--- config.mk ---
export PLATFORM = sky130hd
export DESIGN_NAME = im_loader_flat
export DESIGN_NICKNAME = d
export VERILOG_FILES = /design/src/rtl/im_loader_if.sv /design/src/rtl/im_loader.sv /design/src/flat_wrapper.sv
export SDC_FILE = /design/constraint.sdc
export NUM_CORES = 1
export LEC_CHECK = 0
export ABC_AREA = 1
export CAP_MARGIN = 30
export CORE_AREA = 3 3 119 121
export DETAILED_ROUTE_END_ITERATION = 12
export DIE_AREA = 0 0 122 124
export GPL_TIMING_DRIVEN = 0
export PLACE_DENSITY = 0.68
export RECOVER_POWER = 50
export SLEW_MARGIN = 10
export SYNTH_ARGS = -nofsm -noshare
export SYNTH_HDL_FRONTEND = slang
export SYNTH_SLANG_ARGS = --single-unit
export TNS_END_PERCENT = 1
--- constraint.sdc ---
create_clock -name clk -period 1.6 [get_ports clk]
set_input_delay 0.24 -clock clk [delete_from_list [all_inputs] [get_ports clk]]
set_output_delay 0.24 -clock clk [all_outputs]
set_load 0.1 [all_outputs]
--- src/rtl/im_loader_if.sv ---
// rtl/im_loader_if.sv - byte stream, control and instruction-memory write port of im_loader
interface im_loader_if #(
  parameter int ADDR_W = 16
);
  logic              byte_vld;
  logic [7:0]        byte_in;
  logic              load_req;
  logic              we;
  logic [ADDR_W-1:0] waddr;
  logic [15:0]       wdata;
  logic              cpu_rst_n;
  logic              busy;
  logic              done;
  logic              err;

  // master: the side supplying bytes and load requests
  modport master (
    output byte_vld, byte_in, load_req,
    input  we, waddr, wdata, cpu_rst_n, busy, done, err
  );

  // slave: the loader itself
  modport slave (
    input  byte_vld, byte_in, load_req,
    output we, waddr, wdata, cpu_rst_n, busy, done, err
  );
endinterface

--- src/rtl/im_loader.sv ---
// rtl/im_loader.sv - boot-time framed byte loader into instruction memory
module im_loader #(
  parameter int                ADDR_W    = 16,
  parameter logic [ADDR_W-1:0] BASE_ADDR = '0,
  parameter int                TIMEOUT   = 50000
) (
  input  logic        clk,
  input  logic        rst_n,
  im_loader_if.slave  bus
);

  // idle counter only has to reach TIMEOUT-2 (see timeout_hit)
  localparam int IDLE_W = (TIMEOUT > 2) ? $clog2(TIMEOUT) : 1;

  typedef enum logic [2:0] {
    S_CNT_HI,
    S_CNT_LO,
    S_DATA_HI,
    S_DATA_LO,
    S_CHECK,
    S_DONE,
    S_ERR
  } state_t;

  state_t            state;
  state_t            state_n;
  logic [7:0]        cnt_hi;
  logic [15:0]       remaining;
  logic [7:0]        hi_byte;
  logic [7:0]        xor_acc;
  logic [ADDR_W-1:0] addr;
  logic [IDLE_W-1:0] idle_cnt;

  logic in_frame;
  logic take;
  logic wr_fire;
  logic timeout_hit;

  // qualify the strobe: load_req wins, bytes in DONE/ERR are ignored
  always_comb begin
    in_frame    = (state == S_CNT_LO) || (state == S_DATA_HI) ||
                  (state == S_DATA_LO) || (state == S_CHECK);
    take        = bus.byte_vld && !bus.load_req &&
                  (in_frame || (state == S_CNT_HI));
    wr_fire     = take && (state == S_DATA_LO);
    // registered err then lands exactly TIMEOUT cycles after the last strobe
    timeout_hit = in_frame && !bus.byte_vld && !bus.load_req &&
                  (idle_cnt == IDLE_W'(TIMEOUT - 2));
  end

  // state register
  always_ff @(posedge clk or negedge rst_n) begin
    if (!rst_n) begin
      state <= S_CNT_HI;
    end else begin
      state <= state_n;
    end
  end

  // next-state decode
  always_comb begin
    state_n = state;
    if (bus.load_req) begin
      state_n = S_CNT_HI;
    end else if (timeout_hit) begin
      state_n = S_ERR;
    end else if (take) begin
      case (state)
        S_CNT_HI:  state_n = S_CNT_LO;
        S_CNT_LO:  state_n = ({cnt_hi, bus.byte_in} == 16'd0) ? S_CHECK : S_DATA_HI;
        S_DATA_HI: state_n = S_DATA_LO;
        S_DATA_LO: state_n = (remaining == 16'd1) ? S_CHECK : S_DATA_HI;
        S_CHECK:   state_n = (bus.byte_in == xor_acc) ? S_DONE : S_ERR;
        default:   state_n = state;
      endcase
    end
  end

  // frame datapath: count, held high byte, running XOR, address, idle timer
  always_ff @(posedge clk or negedge rst_n) begin
    if (!rst_n) begin
      cnt_hi    <= 8'd0;
      remaining <= 16'd0;
      hi_byte   <= 8'd0;
      xor_acc   <= 8'd0;
      addr      <= BASE_ADDR;
      idle_cnt  <= '0;
    end else if (bus.load_req) begin
      xor_acc  <= 8'd0;
      addr     <= BASE_ADDR;
      idle_cnt <= '0;
    end else begin
      if (take || !in_frame) begin
        idle_cnt <= '0;
      end else begin
        idle_cnt <= idle_cnt + 1'b1;
      end
      if (take) begin
        // first byte of a frame restarts the checksum
        xor_acc <= (state == S_CNT_HI) ? bus.byte_in : (xor_acc ^ bus.byte_in);
      end
      if (take && (state == S_CNT_HI)) begin
        cnt_hi <= bus.byte_in;
      end
      if (take && (state == S_CNT_LO)) begin
        remaining <= {cnt_hi, bus.byte_in};
      end
      if (take && (state == S_DATA_HI)) begin
        hi_byte <= bus.byte_in;
      end
      if (wr_fire) begin
        addr      <= addr + 1'b1;
        remaining <= remaining - 16'd1;
      end
    end
  end

  // registered memory write port, one pulse per completed word
  always_ff @(posedge clk or negedge rst_n) begin
    if (!rst_n) begin
      bus.we    <= 1'b0;
      bus.waddr <= BASE_ADDR;
      bus.wdata <= 16'd0;
    end else begin
      bus.we <= wr_fire;
      if (wr_fire) begin
        bus.waddr <= addr;
        bus.wdata <= {hi_byte, bus.byte_in};
      end
    end
  end

  // registered status outputs decoded from the state being entered
  always_ff @(posedge clk or negedge rst_n) begin
    if (!rst_n) begin
      bus.cpu_rst_n <= 1'b0;
      bus.busy      <= 1'b0;
      bus.done      <= 1'b0;
      bus.err       <= 1'b0;
    end else begin
      bus.cpu_rst_n <= (state_n == S_DONE);
      bus.done      <= (state_n == S_DONE);
      bus.err       <= (state_n == S_ERR);
      bus.busy      <= (state_n == S_CNT_LO) || (state_n == S_DATA_HI) ||
                       (state_n == S_DATA_LO) || (state_n == S_CHECK);
    end
  end

endmodule
--- src/flat_wrapper.sv ---
// flat-port wrapper written by rule: the top's interface ports become plain ports
module im_loader_flat 
#(
  parameter int                ADDR_W    = 16,
  parameter logic [ADDR_W-1:0] BASE_ADDR = '0,
  parameter int                TIMEOUT   = 50000
)
  (clk, rst_n, bus_byte_vld, bus_byte_in, bus_load_req, bus_we, bus_waddr, bus_wdata, bus_cpu_rst_n, bus_busy, bus_done, bus_err);
  im_loader_if #(.ADDR_W(ADDR_W)) bus_i ();
  input  logic clk;
  input  logic rst_n;
  input wire logic [$bits(bus_i.byte_vld)-1:0] bus_byte_vld;
  input wire logic [$bits(bus_i.byte_in)-1:0] bus_byte_in;
  input wire logic [$bits(bus_i.load_req)-1:0] bus_load_req;
  output wire logic [$bits(bus_i.we)-1:0] bus_we;
  output wire logic [$bits(bus_i.waddr)-1:0] bus_waddr;
  output wire logic [$bits(bus_i.wdata)-1:0] bus_wdata;
  output wire logic [$bits(bus_i.cpu_rst_n)-1:0] bus_cpu_rst_n;
  output wire logic [$bits(bus_i.busy)-1:0] bus_busy;
  output wire logic [$bits(bus_i.done)-1:0] bus_done;
  output wire logic [$bits(bus_i.err)-1:0] bus_err;
  assign bus_i.byte_vld = bus_byte_vld;
  assign bus_i.byte_in = bus_byte_in;
  assign bus_i.load_req = bus_load_req;
  assign bus_we = bus_i.we;
  assign bus_waddr = bus_i.waddr;
  assign bus_wdata = bus_i.wdata;
  assign bus_cpu_rst_n = bus_i.cpu_rst_n;
  assign bus_busy = bus_i.busy;
  assign bus_done = bus_i.done;
  assign bus_err = bus_i.err;
  im_loader #(.ADDR_W(ADDR_W), .BASE_ADDR(BASE_ADDR), .TIMEOUT(TIMEOUT)) u_core (.clk(clk), .rst_n(rst_n), .bus(bus_i));
endmodule
-- Yosys cells after proc, flatten, opt, wreduce, memory -nomap -nowiden
Index checks and enable logic that the tools add are counted.
- logic and storage cells: 75
- register bits after elaboration: 111
- input bits: 12
- reductions and logical operators: 28
- $add $sub $neg: 3
- mux-type cells: 16
- bitwise gates (word level): 2
- eq/ne operators: 13
- operators by type and width (kind ; count):
    $mux W16 ; 6
    $add A16 B1 Y16 const B ; 2
    $mux W8 ; 3
    $eq A16 B1 Y1 const B ; 1
    $eq A16 B16 Y1 const B ; 1
    $logic_not A16 Y1 ; 1
    $sub A16 B1 Y16 const B ; 1
    $mux W3 ; 5
    $pmux W3 S5 ; 1
    $eq A3 B2 Y1 const B ; 4
    $eq A3 B3 Y1 const B ; 4
    $logic_and A1 B1 Y1 ; 9
    $eq A8 B8 Y1 ; 1
    $logic_or A1 B1 Y1 ; 8
    $xor A8 B8 Y8 ; 1
    $eq A3 B1 Y1 const B ; 2
    $reduce_and A2 Y1 ; 3
    $reduce_bool A2 Y1 ; 3
    $logic_not A1 Y1 ; 3
    $logic_not A3 Y1 ; 1
    $mux W2 ; 1
    $not A1 Y1 ; 1

-- Longest topological paths before layout
- depth in word-level cells: 13
- mapped depth: 16
- gate-level depth less buffers: 16

-- Least setup slack after synthesis
No wires, ideal clock.
- path type: register to register
- from: register u_core.remaining[0]
- to: register u_core.remaining[14]
- slack: -30 ps
- arrival time: 1506 ps
- cell stages (with the launch flop): 11
- clock period less this slack: 1630 ps
- library setup time: 124 ps
- path buffers: 0
- cell sequence: dfrtp_1 -> inv_1 -> ha_1 -> inv_1 -> nor2_2 -> nand2_1 -> nor2_1 -> nand2_1 -> o21ai_0 -> a21oi_1 -> a211o_1
- word-level cells in the longest chain between the ends: 2
- ends and longest elaborated chain (what ; line ; text):
    start, declared ; im_loader.sv:28 ; logic [15:0] remaining;
    start signal, assigned ; im_loader.sv:106 ; remaining <= {cnt_hi, bus.byte_in};
    start signal, assigned ; im_loader.sv:113 ; remaining <= remaining - 16'd1;
    $sub A16 B1 Y16 ; im_loader.sv:113 ;
    $mux W16 ; im_loader.sv:111 ; if (wr_fire) begin
Every way passes these cells.
A chain may end at the register's enable or synchronous reset.

-- Worst setup path after layout
- from: register u_core.state[0]
- to: register u_core.addr[14]
- word-level cells in the longest chain between the ends: 8
- ends and longest elaborated chain (what ; line ; text):
    start, declared ; im_loader.sv:25 ; state_t state;
    start signal, assigned ; im_loader.sv:56 ; state <= state_n;
    $eq A3 B1 Y1 / $eq A3 B2 Y1 (equally long branches) ; im_loader.sv:41 ; in_frame = (state == S_CNT_LO) || (state == S_DATA_HI) ||
    $logic_or A1 B1 Y1 (2 in a row) ; im_loader.sv:41 ;
    $logic_or A1 B1 Y1 ; im_loader.sv:42 ; (state == S_DATA_LO) || (state == S_CHECK);
    $logic_or A1 B1 Y1 ; im_loader.sv:44 ; (in_frame || (state == S_CNT_HI));
    $logic_and A1 B1 Y1 ; im_loader.sv:43 ; take = bus.byte_vld && !bus.load_req &&
    $logic_and A1 B1 Y1 (*) ; im_loader.sv:45 ; wr_fire = take && (state == S_DATA_LO);
    $reduce_bool A2 Y1 (no source line) (*) ; -- ;
    end signal, assigned ; im_loader.sv:112 ; addr <= addr + 1'b1;
    end, declared ; im_loader.sv:31 ; logic [ADDR_W-1:0] addr;
Mark *: on every way between the ends. The rest lies on a longest branch, timed or not.

==> impl_metrics.toml <==
[setup_path]
reg2reg_depth = 13
worstSetupEndpointType = "flip-flop"
arrival_ns = 2.01
ff2ff_setup_slack_ns = -0.16
critical_path_class = "flip-flop to flip-flop"
required_ns = 1.85
r2r-end = "u_core.addr[14]"
critPathMaxFanout = 8
cp-start-kind = "flip-flop"
r2r_start = "u_core.state[0]"

[detailed_routing]
drt_iter0_markers = 295
post-route-drc-count = 0
via_per_inst = 5.181
vias = 4658
final_antenna_net_count = 0
wl_um = 13000
wl_per_cell_um = 14.46
firstDrtPassIters = 5

[layout]
fillCellCount = 1210
antenna_cells = 0
multi_input_area_um2 = 2432
layout-drive-gt1-share = 0.2102
nNetsFinal = 735
area_growth_pct = 24.25
layout.cells.non_filler = 899
seq_area_um2 = 2781

[grt]
grt_first_pass_wirelength_um = 21810
antenna_found_initial = 0
grt_pass1_vias = 4572
grt_max_degree = 73
grt_use_total = 0.1796
grt_overflow = 0

[timing]
period_minus_slack_ns = 1.761
max_slew_margin = 0.2929
rsz0062_at_grt = "true"
final.setup.worst_slack_ns = -0.1608
hold_viol_final = 0
finalCritPeriodShare = 1.100
hold_slack_ns = 0.2676
max_freq_mhz = 567.9
tightest_slew_ns = 1.061
fin_skew_ns = 0.009410
slew_violations = 0
finalSetupViolations = 20

[die]
die_y_um = 124
core_area_um2 = 13190
die-area_um2 = 15130
start_util = 0.4107
die_w_um = 122
placementRows = 42
boundaryPins = 49

[yosys]
synth_top_area_cell = "dfrtp_1"
async_reset_ff_frac = 1.000
synth.distinct_cells = 42
synth-seq-cells = 111
avgSynthCellArea_um2 = 8.297
ys_warn_count = 0
synth_top_cell_area_share = 0.5127
synth-edff-count = 0
syn-num-nets = 670
synth_area_um2 = 5418
yosysSeqAreaShare = 0.5127
synthFlopType = "dfrtp_1"
yosys-top-cells-area = "dfrtp_1, nand2_1, o21ai_0, inv_1, nor2_1"
syn_inst = 653

[placement]
portBuffers = 47
routabilityCongestion = 0.8956
pre_cts_ws_ns = -0.4382
dpl.cell_count = 877
dp_hpwl_um = 9328

[clock_network]
cts_tree = "built"
clockBufferDepth = 2
clkTransAtPathRegs_ns = 0.08
clk_latency_ns = 0.36
cts.sinks = 111
numCtsBuffers = 9
cts.root.buffer_cell = "clkbuf_16"
cts-htree-levels = 3

[power]
leakagePower_nw = 3.042
vdd_drop_max_v = 0.0005959
powerDensity_nw_per_um2 = 1003

[worst_hold_path]
hold_depth = 2
holdCritStartpoint = "bus_load_req"
holdPathEnd = "u_core.addr[6]"
hp-class = "primary input to flip-flop"

[status]
status = "finished, violations left"
violations = "negative setup slack"

[job]
maxCapViolations = 0
[cells by family (layout without fill, tap and decap cells)]
family,after synthesis,in the layout,synth area share
and+or+nand+nor,303,303,0.2561
AOI/OAI and AO/OA,130,130,0.1353
DFF,111,111,0.5127
buffers and inverters,95,165,0.06975
xor gates and xnor gates,9,9,0.01455
adders and majority gates,5,5,0.01155
[through the flow]
step / instance area, um^2 / util / setup TNS, ns / power (mW)
after floorplan: 5418 / - / 0 / 4.029
final: 6731 / 0.5103 / -0.8822 / 6.754
after global routing: 6731 / 0.5103 / -17.41 / 7.053
after global placement: 6108 / 0.4631 / -467.87 / 4.324
after CTS: 6548 / 0.4964 / -1.250 / 6.640
after detailed placement: 6137 / 0.4653 / -31.80 / 4.378
[state kept, by name, indices dropped and copies added (netlist names)]
| register | flops |
|---|---|
| u_core.xor_acc | 8 |
| u_core.addr | 16 |
| u_core.bus.wdata | 16 |
| u_core.hi_byte | 8 |
| u_core.bus.busy | 1 |
| u_core.state | 3 |
| u_core.idle_cnt | 16 |
| u_core.bus.err | 1 |
| u_core.cnt_hi | 8 |
| u_core.bus.waddr | 16 |
| u_core.bus.cpu_rst_n | 1 |
| u_core.bus.we | 1 |
| u_core.remaining | 16 |
[power by group]
| part | switching [mW] | internal, mW |
|---|---|---|
| Combinational | 0.808 | 0.428 |
| Sequential | 0.226 | 3.05 |
| Clock | 1.11 | 1.13 |
[critical path, cell delays in order (launching register included)]
cell     delay, ns
dfrtp_1       0.39
inv_2         0.08
nor2_4        0.12
nand2_2       0.07
inv_2         0.08
nand2_4       0.10
inv_8         0.11
nand3_4       0.11
nor2_4        0.12
nand2_1       0.08
nor2_2        0.11
nand2_1       0.08
o21ai_1       0.15
a21oi_1       0.06
[metal layers]
metal | GRT usage | wire length, um
met1 | 0.2344 | 5653
met2 | 0.3108 | 6614
met3 | 0.02634 | 511
met4 | 0.05532 | 225
met5 | 0 | 0
[cell usage in the layout (no fill, tap or decap), types with 4 or more instances in the layout]
cell type	n
nand2_2	15
clkbuf_2	4
clkdlybuf4s50_1	9
nor2_2	9
clkdlybuf4s15_2	35
nor2_4	14
buf_4	9
nand3_1	19
xnor2_1	8
dfrtp_1	108
o21ai_0	57
o21ai_1	12
clkbuf_1	6
nor3_1	8
nand2_1	161
nor2_1	47
clkbuf_16	9
nand3_2	5
o211ai_1	8
nand2_4	6
inv_2	12
inv_6	4
a21oi_1	33
o311ai_1	4
inv_1	62
[worst max path at each step]
stage / from / endpoint / slack, ns / cells past startpoint
2_1_floorplan: u_core.remaining[0] / u_core.remaining[14] / 0.03 / 10
3_3_place_gp: rst_n / u_core.bus.waddr[5] / -3.94 / 1
3_5_place_dp: bus_byte_vld / u_core.addr[14] / -0.44 / 12
4_1_cts: u_core.bus.waddr[1] / bus_waddr[1] / -0.23 / 1
5_1_grt: u_core.state[0] / u_core.addr[14] / -0.28 / 13
6_report: u_core.state[0] / u_core.addr[14] / -0.16 / 13
[what timing repair did]
item / 4_1_cts / 5_1_grt
gates resized for setup: 133 / 63
setup buffers: 0 / 5
endpoints found under the hold margin: 39 / 0
pin swaps: 4 / 13
endpoints found under the setup margin: 102 / 98
hold buffers: 1 / 0
[area by class of cell]
| class | instances | share of cell area |
|---|---|---|
| sequential | 111 | 0.4132 |
| multi-input combinational | 447 | 0.3613 |
| timing repair buffer | 54 | 0.08569 |
| inverter | 78 | 0.04628 |
| clock buffer | 11 | 0.03606 |
| tap | 176 | 0.03271 |
| buffer | 17 | 0.01784 |
| clock inverter | 5 | 0.006877 |
[synth_stat cells, types with 2 or more instances]
cell type / instances
nand2_1: 173
dfrtp_1: 111
inv_1: 69
o21ai_0: 67
nor2_1: 55
a21oi_1: 33
nand3_1: 22
nor2_2: 11
nor3_1: 9
clkbuf_1: 8
o211ai_1: 8
xnor2_1: 8
buf_2: 7
inv_2: 7
nand2_2: 7
ha_1: 5
nand3_2: 4
nor2_4: 4
a32o_1: 3
nand4_1: 3
nor3_2: 3
nor4_1: 3
o21ai_1: 3
o221ai_1: 3
o311ai_1: 3
a31oi_1: 2
buf_4: 2
inv_4: 2
nand2_4: 2
nand3b_1: 2
o21a_1: 2
o311ai_0: 2
(Power assumes the default switching activity.)
